`src/rtl/ch_cfg_pkg.sv`:
```
// Shared types, default register map and helpers for the channel-configuration controller.
package ch_cfg_pkg;

  typedef enum logic [3:0] {
    StIdle,
    StRdMask,
    StLatch,
    StScan,
    StRdPrio,
    StRdSize,
    StSample,
    StArb,
    StRun
  } main_state_e;

  typedef enum logic {
    WIdle,
    WReq
  } wr_state_e;

  localparam int unsigned DEF_MASK_ADDR    = 32'h00;
  localparam int unsigned DEF_DONE_ADDR    = 32'h04;
  localparam int unsigned DEF_CH_BASE_ADDR = 32'h10;
  localparam int unsigned DEF_CH_STRIDE    = 8;

  // Widest channel bitmap the helper accepts; narrower maps are zero-extended by the caller.
  localparam int unsigned MAX_CH = 64;

  function automatic int unsigned lowest_set(input logic [MAX_CH-1:0] vec);
    lowest_set = 0;
    for (int i = MAX_CH - 1; i >= 0; i--) begin
      if (vec[i]) lowest_set = unsigned'(i);
    end
  endfunction

endpackage

```
`src/rtl/ch_cfg_done_writer.sv`:
```
// Completion tracker: queues channel completions and writes the done-status bitmap back,
// one handshake per completed channel, raising the per-channel and end-of-job interrupts.
module ch_cfg_done_writer
  import ch_cfg_pkg::*;
#(
  parameter int unsigned NUM_CH    = 32,
  parameter int unsigned CH_ID_W   = $clog2(NUM_CH),
  parameter int unsigned ADDR_W    = 8,
  parameter int unsigned DATA_W    = 32,
  parameter int unsigned DONE_ADDR = DEF_DONE_ADDR
) (
  input  logic               clk_i,
  input  logic               rst_ni,
  input  logic [NUM_CH-1:0]  active_i,
  input  logic               ch_done_i,
  input  logic [CH_ID_W-1:0] ch_id_i,
  input  logic               run_quiet_i,
  input  logic               write_ready_i,
  output logic [NUM_CH-1:0]  active_clr_o,
  output logic               end_evt_o,
  output logic               write_enable_o,
  output logic [ADDR_W-1:0]  write_addr_o,
  output logic [DATA_W-1:0]  write_data_o,
  output logic               irq_ch_done_o,
  output logic               irq_end_o
);

  wr_state_e         state_q, state_d;
  logic [NUM_CH-1:0] pending_q, pending_d;
  logic [NUM_CH-1:0] done_q, done_d;
  logic [NUM_CH-1:0] pick;
  logic              done_hit;
  logic              we_q;
  logic [ADDR_W-1:0] addr_q;
  logic [DATA_W-1:0] data_q;
  logic              irq_chd_q, irq_chd_d;
  logic              irq_end_q;

  // Completions for inactive or already-queued channels are dropped.
  assign done_hit = ch_done_i && (32'(ch_id_i) < NUM_CH) && active_i[ch_id_i]
                    && !pending_q[ch_id_i];

  always_comb begin
    state_d   = state_q;
    pending_d = pending_q;
    done_d    = done_q;
    pick      = '0;
    irq_chd_d = 1'b0;
    end_evt_o = 1'b0;
    if (done_hit) pending_d[ch_id_i] = 1'b1;
    unique case (state_q)
      WIdle: begin
        if (pending_q != '0) begin
          pick      = NUM_CH'(1) << lowest_set(MAX_CH'(pending_q));
          pending_d = pending_d & ~pick;
          done_d    = done_q | pick;
          state_d   = WReq;
        end
      end
      WReq: begin
        if (write_ready_i) begin
          state_d   = WIdle;
          irq_chd_d = 1'b1;
          if (run_quiet_i && pending_q == '0) begin
            end_evt_o = 1'b1;
            done_d    = '0;
          end
        end
      end
      default: state_d = WIdle;
    endcase
  end

  always_ff @(posedge clk_i or negedge rst_ni) begin
    if (!rst_ni) begin
      state_q   <= WIdle;
      pending_q <= '0;
      done_q    <= '0;
      we_q      <= 1'b0;
      addr_q    <= '0;
      data_q    <= '0;
      irq_chd_q <= 1'b0;
      irq_end_q <= 1'b0;
    end else begin
      state_q   <= state_d;
      pending_q <= pending_d;
      done_q    <= done_d;
      we_q      <= (state_d == WReq);
      addr_q    <= (state_d == WReq) ? ADDR_W'(DONE_ADDR) : '0;
      data_q    <= (state_d == WReq) ? DATA_W'(done_d) : '0;
      irq_chd_q <= irq_chd_d;
      irq_end_q <= end_evt_o;
    end
  end

  assign active_clr_o   = pick;
  assign write_enable_o = we_q;
  assign write_addr_o   = addr_q;
  assign write_data_o   = data_q;
  assign irq_ch_done_o  = irq_chd_q;
  assign irq_end_o      = irq_end_q;

endmodule

```
`src/rtl/ch_cfg_ctrl.sv`:
```
// Channel-configuration controller: scans the channel mask on a CFG request, fetches each
// newly enabled channel's priority and size for the arbiter, and hands completions to the writer.
module ch_cfg_ctrl
  import ch_cfg_pkg::*;
#(
  parameter int unsigned NUM_CH             = 32,
  parameter int unsigned CH_ID_W            = $clog2(NUM_CH),
  parameter int unsigned PRIO_W             = 4,
  parameter int unsigned SIZE_W             = 32,
  parameter int unsigned REGFILE_ADDR_WIDTH = 8,
  parameter int unsigned REGFILE_DATA_WIDTH = 32,
  parameter int unsigned MASK_ADDR          = DEF_MASK_ADDR,
  parameter int unsigned DONE_ADDR          = DEF_DONE_ADDR,
  parameter int unsigned CH_BASE_ADDR       = DEF_CH_BASE_ADDR,
  parameter int unsigned CH_STRIDE          = DEF_CH_STRIDE
) (
  input  logic                          AXI_aclk,
  input  logic                          AXI_aresetn,
  input  logic                          CPU_interrupt_CFG,
  output logic                          CPU_interrupt_ch_done,
  output logic                          CPU_interrupt_end,
  output logic                          arbSample,
  output logic [CH_ID_W-1:0]            arbCurrentChannelSample,
  output logic [PRIO_W-1:0]             arbChannelPriority,
  output logic [SIZE_W-1:0]             arbChannelTransferSize,
  output logic                          arbitrate,
  input  logic [CH_ID_W-1:0]            ch_id,
  input  logic                          ch_done,
  output logic [NUM_CH-1:0]             chActiveChannels,
  output logic                          chValidChannels,
  output logic                          regFile_readEnable,
  output logic [REGFILE_ADDR_WIDTH-1:0] regFile_readAddr,
  input  logic [REGFILE_DATA_WIDTH-1:0] regFile_readData,
  output logic                          regFile_writeEnable,
  output logic [REGFILE_ADDR_WIDTH-1:0] regFile_writeAddr,
  output logic [REGFILE_DATA_WIDTH-1:0] regFile_writeData,
  input  logic                          regFile_writeReady
);

  localparam int unsigned AW = REGFILE_ADDR_WIDTH;

  main_state_e       state_q, state_d;
  logic [NUM_CH-1:0] active_q, active_d, active_clr, set_mask;
  logic [NUM_CH-1:0] scan_mask_q, scan_mask_d, new_mask, scan_rem;
  logic [CH_ID_W-1:0] cur_q, cur_d;
  logic [PRIO_W-1:0] prio_q, prio_d;
  logic [SIZE_W-1:0] size_q, size_d;
  logic              rescan_q, rescan_d;
  logic              run_quiet, end_evt;
  logic              rd_en_q, rd_en_d;
  logic [AW-1:0]     rd_addr_q, rd_addr_d;
  logic              arb_sample_q, arbitrate_q, ch_valid_q;

  assign new_mask  = regFile_readData[NUM_CH-1:0] & ~active_q;
  assign scan_rem  = scan_mask_q & ~(NUM_CH'(1) << cur_q);
  assign run_quiet = (state_q == StRun) && (active_q == '0) && !rescan_q;
  // Writer clears apply after the LATCH OR, so a completing channel is never re-armed.
  assign active_d  = (active_q | set_mask) & ~active_clr;

  always_comb begin
    state_d     = state_q;
    scan_mask_d = scan_mask_q;
    cur_d       = cur_q;
    prio_d      = prio_q;
    size_d      = size_q;
    set_mask    = '0;
    unique case (state_q)
      StIdle:   if (CPU_interrupt_CFG || rescan_q) state_d = StRdMask;
      StRdMask: state_d = StLatch;
      StLatch: begin
        if (new_mask == '0) begin
          state_d = (active_q == '0) ? StIdle : StRun;
        end else begin
          scan_mask_d = new_mask;
          set_mask    = new_mask;
          cur_d       = CH_ID_W'(lowest_set(MAX_CH'(new_mask)));
          state_d     = StScan;
        end
      end
      StScan:   state_d = StRdPrio;
      StRdPrio: begin
        prio_d  = regFile_readData[PRIO_W-1:0];
        state_d = StRdSize;
      end
      StRdSize: begin
        size_d  = regFile_readData[SIZE_W-1:0];
        state_d = StSample;
      end
      StSample: begin
        scan_mask_d = scan_rem;
        if (scan_rem != '0) begin
          cur_d   = CH_ID_W'(lowest_set(MAX_CH'(scan_rem)));
          state_d = StScan;
        end else begin
          state_d = StArb;
        end
      end
      StArb:    state_d = (rescan_q || CPU_interrupt_CFG) ? StRdMask : StRun;
      StRun: begin
        // A CFG arriving with the final handshake still starts a fresh scan.
        if (end_evt) state_d = CPU_interrupt_CFG ? StRdMask : StIdle;
        else if (CPU_interrupt_CFG || rescan_q) state_d = StRdMask;
      end
      default:  state_d = StIdle;
    endcase
  end

  always_comb begin
    rescan_d = rescan_q;
    if (CPU_interrupt_CFG && !(state_q inside {StIdle, StRun})) rescan_d = 1'b1;
    if (state_d == StRdMask) rescan_d = 1'b0;
  end

  always_comb begin
    rd_en_d   = state_d inside {StRdMask, StScan, StRdPrio};
    rd_addr_d = '0;
    case (state_d)
      StRdMask: rd_addr_d = AW'(MASK_ADDR);
      StScan:   rd_addr_d = AW'(CH_BASE_ADDR + 32'(cur_d) * CH_STRIDE);
      StRdPrio: rd_addr_d = AW'(CH_BASE_ADDR + 32'(cur_d) * CH_STRIDE + 32'd4);
      default:  rd_addr_d = '0;
    endcase
  end

  always_ff @(posedge AXI_aclk or negedge AXI_aresetn) begin
    if (!AXI_aresetn) begin
      state_q      <= StIdle;
      active_q     <= '0;
      scan_mask_q  <= '0;
      cur_q        <= '0;
      prio_q       <= '0;
      size_q       <= '0;
      rescan_q     <= 1'b0;
      rd_en_q      <= 1'b0;
      rd_addr_q    <= '0;
      arb_sample_q <= 1'b0;
      arbitrate_q  <= 1'b0;
      ch_valid_q   <= 1'b0;
    end else begin
      state_q      <= state_d;
      active_q     <= active_d;
      scan_mask_q  <= scan_mask_d;
      cur_q        <= cur_d;
      prio_q       <= prio_d;
      size_q       <= size_d;
      rescan_q     <= rescan_d;
      rd_en_q      <= rd_en_d;
      rd_addr_q    <= rd_addr_d;
      arb_sample_q <= (state_d == StSample);
      arbitrate_q  <= (state_d == StArb);
      ch_valid_q   <= (state_d == StRun);
    end
  end

  ch_cfg_done_writer #(
    .NUM_CH    (NUM_CH),
    .CH_ID_W   (CH_ID_W),
    .ADDR_W    (REGFILE_ADDR_WIDTH),
    .DATA_W    (REGFILE_DATA_WIDTH),
    .DONE_ADDR (DONE_ADDR)
  ) u_done_writer (
    .clk_i          (AXI_aclk),
    .rst_ni         (AXI_aresetn),
    .active_i       (active_q),
    .ch_done_i      (ch_done),
    .ch_id_i        (ch_id),
    .run_quiet_i    (run_quiet),
    .write_ready_i  (regFile_writeReady),
    .active_clr_o   (active_clr),
    .end_evt_o      (end_evt),
    .write_enable_o (regFile_writeEnable),
    .write_addr_o   (regFile_writeAddr),
    .write_data_o   (regFile_writeData),
    .irq_ch_done_o  (CPU_interrupt_ch_done),
    .irq_end_o      (CPU_interrupt_end)
  );

  assign arbSample               = arb_sample_q;
  assign arbCurrentChannelSample = cur_q;
  assign arbChannelPriority      = prio_q;
  assign arbChannelTransferSize  = size_q;
  assign arbitrate               = arbitrate_q;
  assign chActiveChannels        = active_q;
  assign chValidChannels         = ch_valid_q;
  assign regFile_readEnable      = rd_en_q;
  assign regFile_readAddr        = rd_addr_q;

endmodule

```
`config.mk`:
```
export PLATFORM = sky130hd
export DESIGN_NAME = ch_cfg_ctrl
export DESIGN_NICKNAME = d
export VERILOG_FILES = /design/src/rtl/ch_cfg_pkg.sv /design/src/rtl/ch_cfg_done_writer.sv /design/src/rtl/ch_cfg_ctrl.sv
export SDC_FILE = /design/constraint.sdc
export NUM_CORES = 1
export LEC_CHECK = 0
export CAP_MARGIN = 20
export CORE_ASPECT_RATIO = 1.5
export CORE_MARGIN = 1.5
export CORE_UTILIZATION = 54
export DETAILED_ROUTE_END_ITERATION = 10
export PLACE_DENSITY = 0.8
export SLEW_MARGIN = 10
export SYNTH_ARGS = -nofsm -noshare
export SYNTH_HDL_FRONTEND = slang
export SYNTH_SLANG_ARGS = --single-unit
```
`constraint.sdc`:
```
create_clock -name AXI_aclk -period 3.2 [get_ports AXI_aclk]
set_input_delay 0.32 -clock AXI_aclk [delete_from_list [all_inputs] [get_ports AXI_aclk]]
set_output_delay 0.32 -clock AXI_aclk [all_outputs]
set_load 0.03 [all_outputs]
```
==> impl_metrics.csv, run 1 <==
group,metric,value,unit
cts,htree_levels,1,
power_and_ir_drop,p_switching,7.519,mW
power_and_ir_drop,p_comb_frac,0.560,
cts,cts_tree,"built",
die,die_area,0.02105,mm²
power_and_ir_drop,clkPwrFrac,0.157,
power_and_ir_drop,ir_worst_vdd,0.9104,mV
worst_setup_path,crit_type,"flip-flop to flip-flop",
die,row_count,63,
detailed_routing,wirelength,36670,µm
synth,netlist_area,0.01089,mm²
cts,cts_buffer_depth,3,
worst_setup_path,crit_arrival,3500,ps
timing,fin_skew,20.14,ps
timing,finalCritPeriodShare,0.9697,
timing,drv_slew,0,
final_layout,syn2layout_area_growth,30.70,%
global_routing,grt_usage,0.3487,
outcome,run_status,"finished, final reports clean",
final_layout,antenna_cells,0,
final_layout,layout.nets,1390,
placement,port_buffers,160,
detailed_routing,ant_nets,0,
die,die_y,177.0,µm
power_and_ir_drop,power,16.59,mW
synth,synth_top_cell_by_area,"dfrtp_1",
min_path,hp-class,"primary input to async pin",
timing,setup_ws,97.03,ps
die,ios,170,
synth,synth-edff-count,0,
detailed_routing,dr.pass1.iters,8,
synth,syn_area_per_cell,9.894,µm²
cts,cts-root-buf,"clkbuf_16",
die,core-area,0.01979,mm²
timing,tns,0,ps
worst_setup_path,critPathMaxFanout,10,
timing,worst_slew_pin_slew,790.4,ps
run,cap_violations,0,
placement,routabilityCongestion,1.025,
synth,synth.top_cells.by_count,"dfrtp_1 (219), a21oi_1 (153), o21ai_0 (90), nor2_1 (88), nand2_1 (74)",
detailed_routing,drcViolationCount,0,
synth,ys_types,75,
worst_setup_path,cp-end-kind,"flip-flop",
timing,hold_viol_final,0,
worst_setup_path,startpoint_type,"flip-flop",
timing,finalCriticalPeriod,3103,ps
placement,dpl_worst_slack,30.33,ps
synth,synthCells,1101,
synth,ys_seq_area_frac,0.5031,
die,die-width,119.0,µm
detailed_routing,wl_per_cell,22.64,µm
cts,clk_latency,510,ps
global_routing,grt_pass1_vias,10100,
cts,numCtsBuffers,21,
final_layout,fin_util,0.7196,
detailed_routing,via_per_inst,6.214,
power_and_ir_drop,p_sw_frac,0.4532,
placement,dp.cells,1579,
power_and_ir_drop,sequentialPowerShare,0.283,
power_and_ir_drop,internal_power,9.070,mW
final_layout,regArea,0.005484,mm²
synth,ys_warn_count,0,
final_layout,drive_gt1_frac,0.1706,
worst_setup_path,critPathLaunch,"arbCurrentChannelSample[3]",
global_routing,grt_max_degree,103,
synth,synthArstFlopShare,1.000,
cts,clock-sinks,219,
timing,setup_viol,0,
placement,post-dp-hpwl,27350,µm
worst_setup_path,cp.required,3590,ps
global_routing,grt_pass1_wl,56430,µm
final_layout,final_cells,1620,
synth,ys_ff_latch,219,
timing,fmax,322.3,MHz
final_layout,fillers,1499,
synth,synth_top_area_frac,0.5031,
detailed_routing,num_vias,10070,
final_layout,multi_input_area,0.005105,mm²
detailed_routing,drt_iter0_markers,949,
global_routing,grt_antenna_before_repair,0,
synth,ys.flop_type,"dfrtp_1",
synth,synthTopCellsByArea,"dfrtp_1 (50%), a21oi_1 (7.0%), o21ai_0 (4.1%)",
worst_setup_path,r2r_start,"arbCurrentChannelSample[3]",
timing,relSlewSlack,0.4721,
synth,yosysMostFrequentCell,"dfrtp_1",
global_routing,gr-total-overflow,0,
power_and_ir_drop,leakagePower,6.151,nW
die,start_util,0.5506,
power_and_ir_drop,powerDensity,1165,mW/mm²
cts,clk_pin_slew,60,ps
worst max-delay path, stage by stage, from the launching register on:
cell and delay, ps:
dfrtp_2 450, buf_4 160, nor3_4 360, nand2_1 140, o32a_1 340, or3_1 400
or2_0 250, or3_1 440, o21ai_2 110, nor2_1 60, mux2_4 270
final cells by class:
class                      instances  share of cell area
sequential                       219              0.3852
tap                              260             0.02285
clock inverter                     9            0.009491
multi-input combinational        808              0.3586
clock buffer                      27             0.04060
inverter                          20            0.005273
timing repair buffer             277              0.1780
power groups by stage:
| stage | logic, mW | clock network, mW | registers (mW) |
|---|---|---|---|
| 3_5_place_dp | 9.05 | 0 | 4.70 |
| 4_1_cts | 9.13 | 2.63 | 4.66 |
| 3_3_place_gp | 9.00 | 0 | 4.67 |
| 2_1_floorplan | 4.20 | 0 | 5.54 |
| 6_report | 9.28 | 2.61 | 4.70 |
| 5_1_grt | 9.74 | 2.74 | 4.81 |
routing by layer:
layer / vias to the layer above / share of wire / wire length (µm) / track usage
met5: - / 0 / 0 / 0
met4: 0 / 0.066 / 2407 / 0.2088
met3: 132 / 0.050 / 1831 / 0.03608
met2: 457 / 0.53 / 19280 / 0.6366
met1: 4974 / 0.36 / 13150 / 0.3931
li1: 4503 / - / - / -
state kept, by name, indices dropped and copies added, names as in the netlist, 4 cells and up:
register,count
u_done_writer.pending_q,32
arbChannelPriority,4
scan_mask_q,32
u_done_writer.write_data_o,32
arbCurrentChannelSample,5
u_done_writer.done_q,32
chActiveChannels,32
regFile_readAddr,6
state_q,4
arbChannelTransferSize,32
through the flow:
step	area [µm²]	hold slack [ps]
2_1_floorplan	10920	24.41
3_3_place_gp	13470	383.6
4_1_cts	14190	444.0
5_1_grt	14240	484.0
6_report	14240	405.7
3_5_place_dp	13470	386.9
cell families after synthesis:
family          synth area share
compound gates            0.1938
mux                      0.07730
flops                     0.5031
fa+ha+maj               0.001148
simple gates              0.1898
buf+inv                  0.03377
xor+xnor               0.0008042
other cells            0.0003443
worst paths after layout:
kind / endpoint / slack (ps) / cells past startpoint
max: regFile_readAddr[7] / 100 / 10
min: arbChannelTransferSize[22] / 410 / 2
max reg2reg: regFile_readAddr[7] / 100 / 10
min reg2reg: u_done_writer.done_q[24] / 470 / 1
max in group asynchronous: u_done_writer.pending_q[27] / 1820 / 3
min in group AXI_aclk: u_done_writer.done_q[24] / 470 / 1
timing repair:
item	CTS	global route
hold endpoints to repair	99	0
pin swaps	0	2
buffers inserted	0	4
endpoints found under the setup margin	1	4
gates resized for setup	1	5
hold buffers	1	0
cell usage in the layout (no fill, tap or decap), types with 6 or more instances in the layout:
cell type / n
nand2b_1: 45
and4_1: 11
a31oi_1: 13
nor3b_1: 8
nand3_1: 9
and2_1: 33
nand2_1: 74
a21o_1: 6
clkbuf_16: 21
nor3_1: 15
buf_4: 111
conb_1: 9
and3_1: 9
mux2_2: 37
nor2_1: 87
nor2b_1: 21
o21ai_0: 88
o21a_1: 9
mux4_2: 16
inv_1: 20
a21oi_1: 153
a22oi_1: 6
clkdlybuf4s50_1: 159
a22o_1: 16
o21ai_1: 12
nand4_1: 19
nor4_1: 18
dfrtp_1: 216
(Power assumes the default switching activity.)
==> inputs of run 2 (changes only) <==
--- a/config.mk
+++ b/config.mk
@@ -5,10 +5,11 @@
 export SDC_FILE = /design/constraint.sdc
 export NUM_CORES = 1
 export LEC_CHECK = 0
-export CAP_MARGIN = 20
+export CAP_MARGIN = 40
 export CORE_ASPECT_RATIO = 1.5
 export CORE_MARGIN = 1.5
 export CORE_UTILIZATION = 54
+export CTS_CLUSTER_SIZE = 20
 export DETAILED_ROUTE_END_ITERATION = 10
 export PLACE_DENSITY = 0.8
 export SLEW_MARGIN = 10
==> impl_metrics.csv, run 2 (synthesis gave the netlist of run 1 again) <==
group,metric,value,unit
final_layout,drive_gt1_frac,0.1718,
die,die_area,0.02105,mm²
final_layout,layout_common_cells,"dfrtp_1 (216), clkdlybuf4s50_1 (159), a21oi_1 (153), buf_4 (111), o21ai_0 (88)",
power_and_ir_drop,leakagePower,6.155,nW
global_routing,grt_antenna_before_repair,0,
final_layout,fillers,1491,
outcome,run_status,"finished, final reports clean",
timing,worst_slew_pin_slew,767.7,ps
timing,hold_viol_final,0,
cts,clock-sinks,219,
run,cap_violations,0,
die,start_util,0.5506,
global_routing,grt_pass1_vias,10100,
timing,relSlewSlack,0.4882,
timing,drv_slew,0,
worst_setup_path,r2r_cells,10,
global_routing,grt_max_degree,103,
die,ios,170,
die,row_count,63,
power_and_ir_drop,powerDensity,1165,mW/mm²
power_and_ir_drop,ir_worst_vdd,0.9092,mV
cts,cts-root-buf,"clkbuf_16",
global_routing,grt_pass1_wl,56380,µm
worst_setup_path,crit_type,"flip-flop to flip-flop",
min_path,hp-class,"primary input to async pin",
detailed_routing,wirelength,36680,µm
placement,post-dp-hpwl,27350,µm
worst_setup_path,crit_arrival,3500,ps
final_layout,final_common_cell,"dfrtp_1",
worst_setup_path,cp-end-kind,"flip-flop",
cts,clk_latency,510,ps
die,core-area,0.01979,mm²
worst_setup_path,startpoint_type,"flip-flop",
detailed_routing,dr.pass1.iters,5,
detailed_routing,ant_nets,0,
timing,setup_viol,0,
cts,htree_levels,1,
detailed_routing,via_per_inst,6.168,
timing,fin_skew,25.42,ps
timing,finalCriticalPeriod,3103,ps
final_layout,syn2layout_area_growth,30.82,%
detailed_routing,drcViolationCount,0,
final_layout,antenna_cells,0,
detailed_routing,drt_iter0_markers,845,
cts,cts_buffer_depth,3,
worst_setup_path,critPathMaxFanout,10,
die,die_y,177.0,µm
global_routing,grt_usage,0.3494,
cts,numCtsBuffers,21,
final_layout,layout.nets,1390,
cts,clk_pin_slew,60,ps
die,die-width,119.0,µm
placement,dpl-instance-area,0.01347,mm²
power_and_ir_drop,power,16.60,mW
placement,routabilityCongestion,1.025,
detailed_routing,wl_per_cell,22.61,µm
worst_setup_path,cp.required,3590,ps
timing,holdWs,407.1,ps
final_layout,regArea,0.005484,mm²
timing,fmax,322.3,MHz
final_layout,multi_input_area,0.005105,mm²
cts,cts_tree,"built",
timing,finalCritPeriodShare,0.9697,
final_layout,post-route-cell-area,0.01425,mm²
placement,port_buffers,160,
detailed_routing,num_vias,10000,
global_routing,gr-total-overflow,0,
run 2: through the flow:
step,instances,setup TNS [ps],setup WS [ps],utilization
2_1_floorplan,1109,0,193.4,-
3_3_place_gp,1579,0,69.39,0.6808
3_5_place_dp,1579,0,30.33,0.6808
4_1_cts,1618,0,44.61,0.7180
5_1_grt,1622,-1.995,-1.995,0.7202
6_report,1622,0,96.82,0.7202
run 2: final timing paths:
kind / from / to / slack, ps
hold / removal: AXI_aresetn / arbChannelTransferSize[22] / 410
hold reg to reg: u_done_writer.done_q[24] / u_done_writer.done_q[24] / 470
max in group asynchronous: AXI_aresetn / u_done_writer.pending_q[27] / 1820
setup reg to reg: arbCurrentChannelSample[3] / regFile_readAddr[7] / 100
min in group AXI_aclk: u_done_writer.done_q[24] / u_done_writer.done_q[24] / 470
setup / recovery: arbCurrentChannelSample[3] / regFile_readAddr[7] / 100
run 2: cell type report:
cell class / instances / share of cell area
Clock buffer: 27 / 0.04057
Clock inverter: 11 / 0.01036
Inverter: 20 / 0.005268
Multi-Input combinational cell: 808 / 0.3582
Sequential cell: 219 / 0.3848
Tap cell: 260 / 0.02283
Timing Repair Buffer: 277 / 0.1779
run 2: power by group:
group / switching, mW / leakage, nW / internal [mW]
Sequential: 0.923 / 2.63 / 3.78
Clock: 1.09 / 0.343 / 1.53
Combinational: 5.51 / 3.18 / 3.76
run 2: worst max-delay path, stage by stage (launching register included):
cell,delay (ps)
dfrtp_2,450
buf_4,160
nor3_4,370
nand2_1,140
o32a_1,340
or3_1,400
or2_0,250
or3_1,440
o21ai_2,110
nor2_1,60
mux2_4,270
run 2: layer usage:
metal	GRT usage	vias to the layer above	wire length (µm)
met4	0.2098	0	2491
met3	0.03834	143	1940
met5	0	-	0
li1	-	4490	-
met1	0.3951	4927	13110
met2	0.6344	444	19140
run 2: what timing repair did:
action | 4_1_cts | 5_1_grt
gates resized for setup | 1 | 5
buffers inserted | 0 | 4
hold buffers | 1 | 0
pin swaps | 0 | 2
endpoints found under the setup margin | 1 | 4
hold endpoints to repair | 99 | 0
==> inputs of run 3 (changes only) <==
--- a/config.mk
+++ b/config.mk
@@ -8,10 +8,13 @@
 export CAP_MARGIN = 40
 export CORE_ASPECT_RATIO = 1.5
 export CORE_MARGIN = 1.5
-export CORE_UTILIZATION = 54
+export CORE_UTILIZATION = 56
+export CTS_BUF_LIST = sky130_fd_sc_hd__clkbuf_2
 export CTS_CLUSTER_SIZE = 20
 export DETAILED_ROUTE_END_ITERATION = 10
-export PLACE_DENSITY = 0.8
+export GPL_TIMING_DRIVEN = 1
+export PLACE_DENSITY = 0.83
+export RECOVER_POWER = 100
 export SLEW_MARGIN = 10
 export SYNTH_ARGS = -nofsm -noshare
 export SYNTH_HDL_FRONTEND = slang
==> impl_metrics.csv, run 3 (synthesis gave the netlist of run 1 again) <==
group,metric,value,unit
final_layout,drive_gt1_frac,0.1872,
global_routing,gr-total-overflow,0,
cts,htree_levels,2,
timing,drv_slew,93,
worst_setup_path,r2r_cells,11,
detailed_routing,drcViolationCount,0,
outcome,violations,"capacitance limit, slew limit",
timing,setup_viol,0,
detailed_routing,num_vias,10220,
final_layout,syn2layout_area_growth,28.51,%
worst_setup_path,critPathMaxFanout,6,
placement,post-dp-hpwl,27340,µm
cts,cts_tree,"built",
min_path,hp-class,"primary input to flip-flop",
timing,worst_slew_pin_slew,2461,ps
detailed_routing,ant_nets,0,
detailed_routing,wirelength,36340,µm
final_layout,layout_common_cells,"dfrtp_1 (216), a21oi_1 (153), dlygate4sd3_1 (120), buf_4 (93), o21ai_0 (88)",
run,cap_violations,1,
cts,cts_buffer_depth,3,
worst_setup_path,r2r_end,"regFile_readAddr[6]",
detailed_routing,dr_wl_met3,2127,µm
final_layout,post-route-cell-area,0.01400,mm²
min_path,min_from,"regFile_readData[21]",
timing,fin_skew,87.93,ps
detailed_routing,via_per_inst,6.090,
placement,port_buffers,160,
detailed_routing,drt_iter0_markers,726,
worst_setup_path,cp-end-kind,"flip-flop",
outcome,run_status,"finished, violations left",
power_and_ir_drop,ir_worst_vdd,0.7637,mV
detailed_routing,wl_met2,19130,µm
cts,numCtsBuffers,49,
placement,routabilityCongestion,1.024,
timing,hold_viol_final,0,
worst_setup_path,r2r_slack,160,ps
detailed_routing,top_layer_used,"met4",
detailed_routing,dr.pass1.iters,6,
power_and_ir_drop,powerDensity,1114,mW/mm²
global_routing,grt_usage,0.3675,
detailed_routing,drt-met1-wl,12520,µm
worst_setup_path,crit_arrival,3670,ps
cts,clk_pin_slew,110,ps
timing,finalCritPeriodShare,0.9513,
worst_setup_path,r2r_start,"arbCurrentChannelSample[4]",
die,die_y,173.8,µm
timing,fmax,328.5,MHz
die,die-width,116.9,µm
die,start_util,0.5708,
cts,cts-root-buf,"clkbuf_2",
global_routing,grt_max_degree,95,
min_path,holdPathStages,3,
power_and_ir_drop,leakagePower,6.130,nW
cts,clock-sinks,219,
final_layout,final_common_cell,"dfrtp_1",
die,core-area,0.01908,mm²
timing,finalCriticalPeriod,3044,ps
worst_setup_path,crit_type,"flip-flop to flip-flop",
global_routing,grt_pass1_wl,56280,µm
global_routing,grt_antenna_before_repair,1,
die,row_count,62,
placement,dpl-instance-area,0.01352,mm²
global_routing,grt_pass1_vias,10460,
timing,relSlewSlack,-0.6405,
cts,clk_latency,810,ps
min_path,hold_end,"chActiveChannels[21]",
die,die_area,0.02031,mm²
die,ios,170,
worst_setup_path,cp.required,3820,ps
final_layout,layout.nets,1425,
worst_setup_path,startpoint_type,"flip-flop",
final_layout,fin_util,0.7335,
detailed_routing,wl_per_cell,21.66,µm
timing,rsz0062_at_grt,"no",
==> run 3: cell count changes in the layout (fill, tap and decap cells not counted), moves of 3 or more <==
cell             previous run  this run
buf_4                     111        93
o21ai_4                     0         3
o21ai_1                    12         9
clkbuf_16                  21         0
and2_0                      0        16
clkbuf_8                    3         0
clkinvlp_4                  4         1
dlygate4sd3_1               1       120
clkbuf_2                    0        80
and2_1                     33        17
clkdlybuf4s50_1           159        40
clkbuf_1                    3        16
clkinv_1                    0        16
==> run 3: repair_timing <==
item                       4_1_cts  5_1_grt
resized for setup                6       13
pin swaps                        2        9
hold endpoints to repair        90        0
setup buffers                    3        4
hold buffers                     1        0
setup endpoints to repair        3        4
==> run 3: final cells by class <==
type | instances | area, µm²
Antenna cell | 1 | 2.502
Clock buffer | 70 | 350.3
Clock inverter | 20 | 107.6
Fill cell | 1469 | 5085
Inverter | 20 | 75.07
Multi-Input combinational cell | 808 | 5149
Sequential cell | 219 | 5484
Tap cell | 256 | 320.3
Timing Repair Buffer | 284 | 2510
==> run 3: where the power goes <==
part | switching [mW] | leakage (nW) | internal [mW]
Clock | 1.10 | 0.338 | 0.673
Combinational | 5.55 | 3.16 | 3.56
Sequential | 0.938 | 2.63 | 3.77
Total | 7.59 | 6.13 | 8.01
==> run 3: layer usage <==
layer | vias to the layer above | global-route usage
met4 | 0 | 0.2329
met1 | 4933 | 0.4111
met2 | 536 | 0.6425
met3 | 165 | 0.05280
met5 | - | 0
li1 | 4585 | -
==> run 3: metrics by stage <==
step	cells	power (mW)	TNS [ps]	hold WS, ps	worst slack, ps
floorplan	1109	9.740	0	24.41	193.4
global placement	1579	13.76	-259.9	396.3	-102.2
detailed placement	1579	13.86	-176.2	399.0	-69.89
CTS	1673	15.72	0	148.0	7.169
global route	1678	16.40	0	181.3	14.69
finish	1678	15.59	0	202.7	156.0
==> run 3: worst max-delay path by stage <==
stage,start,to,slack [ps]
after floorplan,arbCurrentChannelSample[2],regFile_readAddr[5],190
after global placement,arbCurrentChannelSample[4],regFile_readAddr[7],-100
after detailed placement,arbCurrentChannelSample[3],regFile_readAddr[6],-70
after CTS,arbCurrentChannelSample[2],regFile_readAddr[6],7
after global routing,arbCurrentChannelSample[4],regFile_readAddr[6],10
final,arbCurrentChannelSample[4],regFile_readAddr[6],160
==> run 3: worst max-delay path, cell delays in order (launching register included) <==
cell and delay, ps:
dfrtp_2 490, buf_4 170, nor3_4 250, nand2_1 120
o32a_1 360, or3_4 430, nor3_4 200, a211oi_1 100
a311o_2 370, ha_2 190, xnor2_1 180, nor2_1 60
